## config.mk

```make
export PLATFORM = sky130hd
export DESIGN_NAME = vita_tx_unpacker
export DESIGN_NICKNAME = d
export VERILOG_FILES = /design/src/rtl/vita_tx_unpacker.sv
export SDC_FILE = /design/constraint.sdc
export NUM_CORES = 1
export LEC_CHECK = 0
export ABC_AREA = 1
export BUFFER_PORTS_ARGS = -buffer_cell sky130_fd_sc_hd__clkbuf_2
export CAP_MARGIN = 15
export CORE_MARGIN = 4
export CORE_UTILIZATION = 41
export CTS_CLUSTER_SIZE = 24
export DETAILED_ROUTE_END_ITERATION = 8
export MAX_ROUTING_LAYER = met4
export PLACE_DENSITY = 0.61
export SYNTH_ARGS = -nofsm -noshare
export SYNTH_HDL_FRONTEND = slang
export SYNTH_SLANG_ARGS = --single-unit
export TNS_END_PERCENT = 5
```

## constraint.sdc

```tcl
create_clock -name clk -period 7.6 [get_ports clk]
set_input_delay 1.14 -clock clk [delete_from_list [all_inputs] [get_ports clk]]
set_output_delay 1.14 -clock clk [all_outputs]
set_load 0.05 [all_outputs]
```

## src/rtl/vita_tx_unpacker.sv

```systemverilog
// Unpacks VITA-style TX packets (header/SID/time/body/trailer) into timed sample tuples.
// Define VITA_TX_UNPACKER_SEQ_CHECK_EN to enable packet-count sequence checking.
module vita_tx_unpacker #(
  parameter int unsigned BASE = 0
) (
  input  logic        clk,
  input  logic        reset,
  input  logic        clear,
  input  logic        set_stb,
  input  logic [7:0]  set_addr,
  input  logic [31:0] set_data,
  input  logic [35:0] data_i,
  input  logic        src_rdy_i,
  output logic        dst_rdy_o,
  output logic [31:0] sample_o,
  output logic [63:0] time_o,
  output logic        send_at_o,
  output logic        sob_o,
  output logic        eob_o,
  output logic        valid_o,
  input  logic        ready_i,
  output logic        sid_err_o,
  output logic        len_err_o,
  output logic        seq_err_o,
  output logic [15:0] err_count_o
);

  localparam int unsigned CNT_W  = 16;
  localparam int unsigned WORD_W = 32;

  typedef enum logic [2:0] {
    S_HDR, S_SID, S_SECS, S_TICS_HI, S_TICS_LO, S_BODY, S_TRAILER, S_DRAIN
  } state_t;

  state_t              state_q, state_d;
  logic [CNT_W-1:0]    cnt_q, cnt_d;
  logic [CNT_W-1:0]    size_q, size_d;
  logic                has_secs_q, has_secs_d;
  logic                has_tics_q, has_tics_d;
  logic                trl_q, trl_d;
  logic                sob_hdr_q, sob_hdr_d;
  logic                eob_hdr_q, eob_hdr_d;
  logic                first_q, first_d;
  logic [WORD_W-1:0]   secs_q, secs_d;
  logic [WORD_W-1:0]   tics_q, tics_d;
  logic                send_at_q, send_at_d;
  logic [WORD_W-1:0]   sid_reg_q, sid_reg_d;
  logic                sid_err_q, sid_err_d;
  logic                len_err_q, len_err_d;
  logic [CNT_W-1:0]    err_cnt_q, err_cnt_d;

  logic [WORD_W-1:0]   word;
  logic                sof, eof, xfer, hdr_take, seq_inc;
  logic                hdr_tsi, hdr_tsf;
  logic [CNT_W-1:0]    idx, hdr_words, min_size;
  logic                at_end, last_body;
  state_t              hdr_next, after_sid, after_secs;
  logic [1:0]          err_inc;
  logic [CNT_W:0]      err_sum;
  logic                unused_bits;

  assign word        = data_i[WORD_W-1:0];
  assign sof         = data_i[32];
  assign eof         = data_i[33];
  assign unused_bits = ^{data_i[35:34], word[19:16]};
  assign xfer        = src_rdy_i & dst_rdy_o;
  assign hdr_take    = xfer & (state_q == S_HDR) & sof & ~clear;

  // Header decode: field presence and the minimum legal size (at least one body word)
  assign hdr_tsi   = (word[23:22] != 2'd0);
  assign hdr_tsf   = (word[21:20] != 2'd0);
  assign hdr_words = CNT_W'(1) + CNT_W'(word[28]) + CNT_W'(hdr_tsi) + (hdr_tsf ? CNT_W'(2) : CNT_W'(0));
  assign min_size  = hdr_words + CNT_W'(word[26]) + CNT_W'(1);
  assign hdr_next  = word[28] ? S_SID : hdr_tsi ? S_SECS : hdr_tsf ? S_TICS_HI : S_BODY;
  assign after_sid  = has_secs_q ? S_SECS : has_tics_q ? S_TICS_HI : S_BODY;
  assign after_secs = has_tics_q ? S_TICS_HI : S_BODY;

  // idx is the 1-based position of the word currently offered
  assign idx       = cnt_q + CNT_W'(1);
  assign at_end    = (idx >= size_q);
  assign last_body = (idx == size_q - CNT_W'(trl_q));

  assign sid_reg_d = (set_stb && set_addr == 8'(BASE)) ? set_data : sid_reg_q;

  always_ff @(posedge clk or negedge reset) begin : state_reg
    if (!reset) begin
      state_q    <= S_HDR;
      cnt_q      <= '0;
      size_q     <= '0;
      has_secs_q <= 1'b0;
      has_tics_q <= 1'b0;
      trl_q      <= 1'b0;
      sob_hdr_q  <= 1'b0;
      eob_hdr_q  <= 1'b0;
      first_q    <= 1'b0;
      secs_q     <= '0;
      tics_q     <= '0;
      send_at_q  <= 1'b0;
      sid_reg_q  <= '0;
      sid_err_q  <= 1'b0;
      len_err_q  <= 1'b0;
      err_cnt_q  <= '0;
    end else begin
      state_q    <= state_d;
      cnt_q      <= cnt_d;
      size_q     <= size_d;
      has_secs_q <= has_secs_d;
      has_tics_q <= has_tics_d;
      trl_q      <= trl_d;
      sob_hdr_q  <= sob_hdr_d;
      eob_hdr_q  <= eob_hdr_d;
      first_q    <= first_d;
      secs_q     <= secs_d;
      tics_q     <= tics_d;
      send_at_q  <= send_at_d;
      sid_reg_q  <= sid_reg_d;
      sid_err_q  <= sid_err_d;
      len_err_q  <= len_err_d;
      err_cnt_q  <= err_cnt_d;
    end
  end

  always_comb begin : next_state
    state_d    = state_q;
    cnt_d      = cnt_q;
    size_d     = size_q;
    has_secs_d = has_secs_q;
    has_tics_d = has_tics_q;
    trl_d      = trl_q;
    sob_hdr_d  = sob_hdr_q;
    eob_hdr_d  = eob_hdr_q;
    first_d    = first_q;
    secs_d     = secs_q;
    tics_d     = tics_q;
    send_at_d  = send_at_q;
    sid_err_d  = 1'b0;
    len_err_d  = 1'b0;
    if (clear) begin
      state_d = S_HDR;
      cnt_d   = '0;
      first_d = 1'b0;
    end else if (xfer) begin
      case (state_q)
        S_HDR: begin
          if (sof) begin
            cnt_d      = CNT_W'(1);
            size_d     = word[15:0];
            has_secs_d = hdr_tsi;
            has_tics_d = hdr_tsf;
            trl_d      = word[26];
            sob_hdr_d  = word[25];
            eob_hdr_d  = word[24];
            first_d    = 1'b1;
            secs_d     = '0;
            tics_d     = '0;
            send_at_d  = hdr_tsi | hdr_tsf;
            // Class-ID, undersized and single-word packets are all length faults
            if (word[27] || word[15:0] < min_size || eof) begin
              len_err_d = 1'b1;
              state_d   = eof ? S_HDR : S_DRAIN;
            end else begin
              state_d = hdr_next;
            end
          end
        end
        S_DRAIN: begin
          if (eof) state_d = S_HDR;
        end
        default: begin
          cnt_d = idx;
          if (state_q == S_SECS)    secs_d  = word;
          if (state_q == S_TICS_LO) tics_d  = word;
          if (state_q == S_BODY)    first_d = 1'b0;
          if (state_q == S_SID && word != sid_reg_q) begin
            sid_err_d = 1'b1;
            state_d   = eof ? S_HDR : S_DRAIN;
          end else if (eof && !at_end) begin
            len_err_d = 1'b1;
            state_d   = S_HDR;
          end else if (at_end) begin
            len_err_d = ~eof;
            state_d   = eof ? S_HDR : S_DRAIN;
          end else begin
            case (state_q)
              S_SID:     state_d = after_sid;
              S_SECS:    state_d = after_secs;
              S_TICS_HI: state_d = S_TICS_LO;
              S_TICS_LO: state_d = S_BODY;
              S_BODY:    if (last_body) state_d = S_TRAILER;
              default:   state_d = state_q;
            endcase
          end
        end
      endcase
    end
  end

  always_comb begin : outputs
    dst_rdy_o = 1'b1;
    valid_o   = 1'b0;
    sob_o     = 1'b0;
    eob_o     = 1'b0;
    sample_o  = word;
    if (state_q == S_BODY) begin
      dst_rdy_o = ready_i;
      valid_o   = src_rdy_i;
      sob_o     = first_q & sob_hdr_q;
      eob_o     = (last_body & eob_hdr_q) | (eof & ~at_end);
    end
  end

`ifdef VITA_TX_UNPACKER_SEQ_CHECK_EN
  logic       seq_valid_q, seq_valid_d;
  logic [3:0] seq_exp_q, seq_exp_d;
  logic       seq_err_q, seq_err_d;

  // Expected packet count follows the last received one; armed by the first header
  always_comb begin : seq_next
    seq_valid_d = seq_valid_q;
    seq_exp_d   = seq_exp_q;
    seq_err_d   = 1'b0;
    if (clear) begin
      seq_valid_d = 1'b0;
    end else if (hdr_take) begin
      seq_err_d   = seq_valid_q & (word[19:16] != seq_exp_q);
      seq_exp_d   = word[19:16] + 4'd1;
      seq_valid_d = 1'b1;
    end
  end

  always_ff @(posedge clk or negedge reset) begin : seq_reg
    if (!reset) begin
      seq_valid_q <= 1'b0;
      seq_exp_q   <= '0;
      seq_err_q   <= 1'b0;
    end else begin
      seq_valid_q <= seq_valid_d;
      seq_exp_q   <= seq_exp_d;
      seq_err_q   <= seq_err_d;
    end
  end

  assign seq_inc   = seq_err_d;
  assign seq_err_o = seq_err_q;
`else
  assign seq_inc   = hdr_take & 1'b0;
  assign seq_err_o = 1'b0;
`endif

  // Saturating error counter fed by every pulse raised this cycle
  assign err_inc   = 2'(sid_err_d) + 2'(len_err_d) + 2'(seq_inc);
  assign err_sum   = (CNT_W+1)'(err_cnt_q) + (CNT_W+1)'(err_inc);
  assign err_cnt_d = clear ? '0 : (err_sum[CNT_W] ? {CNT_W{1'b1}} : err_sum[CNT_W-1:0]);

  assign time_o      = {secs_q, tics_q};
  assign send_at_o   = send_at_q;
  assign sid_err_o   = sid_err_q;
  assign len_err_o   = len_err_q;
  assign err_count_o = err_cnt_q;

endmodule

```

==> flow_metrics.tcl <==
set metrics [dict create \
    hold_viol_final 0 \
    drc 0 \
    drtPass1Iterations 5 \
    rows 54 \
    whs_path_depth 2 \
    clk_pin_slew_worst_paths_ns 0.08 \
    vias_per_cell 4.93 \
    layout_commonest_cell "nand2_1" \
    cts_buffers 17 \
    cts_resized 0 \
    multiInputGateArea_um2 4350 \
    p_seq_frac 0.316 \
    crit_top_cell "nand2_1" \
    tightest_slew_ns 1.00 \
    syn_to_final_growth_pct 18.0 \
    worstRegToRegCells 25 \
    grt_max_degree 80 \
    critPathLaunchType "register" \
    die_y_um 157 \
    synthArstFlopShare 1.00 \
    setup_tns_ns 0 \
    grt_pass1_wl_um 38900 \
    dpl_cell_area_um2 10200 \
    p_clk_frac 0.236 \
    regArea_um2 3900 \
    syn_nets 1222 \
    drive_gt1_frac 0.272 \
    cp_top_family "simple AND/OR/NAND/NOR gates" \
    dieWidth_um 157 \
    stdcell_area_um2 10800 \
    floorplan.initialDensity 0.418 \
    globalRouteOverflowTotal 0 \
    die_area_um2 24700 \
    netlist_instances 1114 \
    postCtsSetupRepairBufs 0 \
    cp_max_fo 7 \
    finalCritPeriodShare 0.703 \
    io-pin-count 202 \
    synthFlopType "dfrtp_1" \
    power_switching_share 0.468 \
    ys_warn_count 0 \
    layout_common_cells "nand2_1, clkbuf_2, dfrtp_1" \
    routed_wl_um 24100 \
    setup_violations 0 \
    antenna_found_initial 0 \
    slew_headroom 0.334 \
    pwr-share-comb 0.447 \
    hp-class "register to register" \
    power_density_nw_per_um2 351 \
    fin_nets 1386 \
    drv_cap 0 \
    cp.required_ns 7.97 \
    fin_crit_ns 5.34 \
    path_depth 25 \
    clock_sinks 156 \
    drtIter0Drc 435 \
    synthesis.area_um2 9140 \
    slew_violations 0 \
    ys_types 41 \
    grt_usage 0.203 \
    end_kind "register" \
    critPathBufInv 5 \
    power.leakage_nw 5.68 \
    seq_area_frac_synth 0.427 \
    cts_tree "built" \
    gp_congestion 0.862 \
    insertedDiodeCount 0 \
    p_int_w 0.00201 \
    critical_path.slowest_cell "nor4_1" \
    clock_latency_ns 0.44 \
    design.core.area_um2 21900 \
    ir_worst_vdd_mv 0.207 \
    io_buffers 198 \
    status "complete, no violations" \
    finClkSkew_ns 0.0209 \
    switchingPower_w 0.00177 \
    max_freq_mhz 187 \
    htreeDepth 4 \
    first_global_vias 7756 \
    hold_buffers 0 \
    rsz0062_at_grt "no" \
    syn_avg_cell_area_um2 8.21 \
    ys_ff_latch 156 \
    cts_root_buf "clkbuf_16" \
    wl_per_cell_um 15.3 \
    synth-edff-count 0 \
    fill_cells 2138 \
    crit_type "register to register" \
    max_stage_delay_ns 0.55 \
    num_vias 7740 \
    antenna_left 0 \
    clk_path_buf_depth 2 \
    cp.arrival_ns 5.71 \
    hpwl_um 18000 \
]
-- registers in the layout, indices dropped and copies added, names as in the netlist --
name         cells
state_q          3
size_q          16
send_at_o        1
tics_q          32
eob_hdr_q        1
has_tics_q       1
first_q          1
cnt_q           16
len_err_o        1
trl_q            1
has_secs_q       1
sid_reg_q       32
secs_q          32
err_count_o     16
sob_hdr_q        1
sid_err_o        1
-- layout make-up --
class                           count  share of cell area
Clock inverter                     15              0.0184
Multi-Input combinational cell    762               0.403
Inverter                          136              0.0473
Sequential cell                   156               0.362
Clock buffer                       17              0.0395
Tap cell                          280              0.0325
Timing Repair Buffer              205              0.0971
-- kinds of logic (layout without fill, tap and decap cells) --
kind of cell,Yosys count,after routing,share of synthesized area
compound gates,101,101,0.0632
xor+xnor,35,35,0.0335
other cells,1,1,0.000410
fa+ha+maj,26,26,0.0372
flops,156,156,0.427
simple gates,521,521,0.244
buf+inv,196,373,0.0980
mux,78,78,0.0961
-- tightest hold or removal path: cells and delay by family, from the launching register on --
kind	cells	cell delay [ns]
AOI/OAI and AO/OA	1	0.05
DFF	1	0.35
and+or+nand+nor	1	0.06
-- through the flow --
step / util / hold slack (ns) / std cells / total power (W) / worst slack, ns
6_report: 0.493 / 0.489 / 1571 / 0.00378 / 2.26
4_1_cts: 0.493 / 0.488 / 1571 / 0.00381 / 2.27
3_5_place_dp: 0.464 / 0.471 / 1539 / 0.00291 / 2.04
2_1_floorplan: - / 0.455 / 1114 / 0.00250 / 2.96
5_1_grt: 0.493 / 0.510 / 1571 / 0.00403 / 1.63
3_3_place_gp: 0.464 / 0.466 / 1538 / 0.00289 / 1.92
-- power groups by stage --
stage,Sequential (W),Clock (W),Combinational (W)
finish,0.00120,0.000894,0.00169
global route,0.00123,0.000945,0.00186
CTS,0.00120,0.000909,0.00171
detailed placement,0.00121,0,0.00170
global placement,0.00121,0,0.00168
floorplan,0.00164,0,0.000856
-- metal layers --
layer,track usage,share of wire
met1,0.260,0.45
met2,0.333,0.48
met3,0.0432,0.057
met4,0.0496,0.0099
met5,-,0
-- cell usage after synthesis (2+ instances only) --
library cell    n  share of area
mux2_2         78          0.096
nor2_2          8         0.0055
inv_2           7         0.0029
xor2_1         27          0.026
o21ai_2         8         0.0077
nor3_1         17         0.0093
buf_2          11         0.0060
nand3_1        45          0.025
xnor2_1         8         0.0077
nor4_1          5         0.0034
dfrtp_1       156           0.43
nor2_4          2         0.0025
o21ai_0        52          0.028
buf_4          37          0.030
nor2_1        113          0.046
fa_1            2         0.0044
nor4_4          2         0.0047
nand2_2         3         0.0021
clkbuf_1       11         0.0045
nand4_1        28          0.019
inv_1         128          0.053
a21oi_1        20          0.011
o22ai_1        13         0.0089
nand2_1       293           0.12
ha_1           24          0.033
-- worst paths after layout --
check	startpoint	to	slack (ns)
max reg2reg	cnt_q[0]$_DFFE_PN0P_	err_count_o[14]$_DFF_PN0_	2.26
min reg2reg	sob_hdr_q$_DFFE_PN0P_	sob_hdr_q$_DFFE_PN0P_	0.49
max	cnt_q[0]$_DFFE_PN0P_	err_count_o[14]$_DFF_PN0_	2.26
min in group asynchronous	reset	tics_q[8]$_DFFE_PN0P_	0.74
max in group asynchronous	reset	tics_q[0]$_DFFE_PN0P_	5.38
min	sob_hdr_q$_DFFE_PN0P_	sob_hdr_q$_DFFE_PN0P_	0.49
Note: power is estimated with default switching activity, not from simulation.
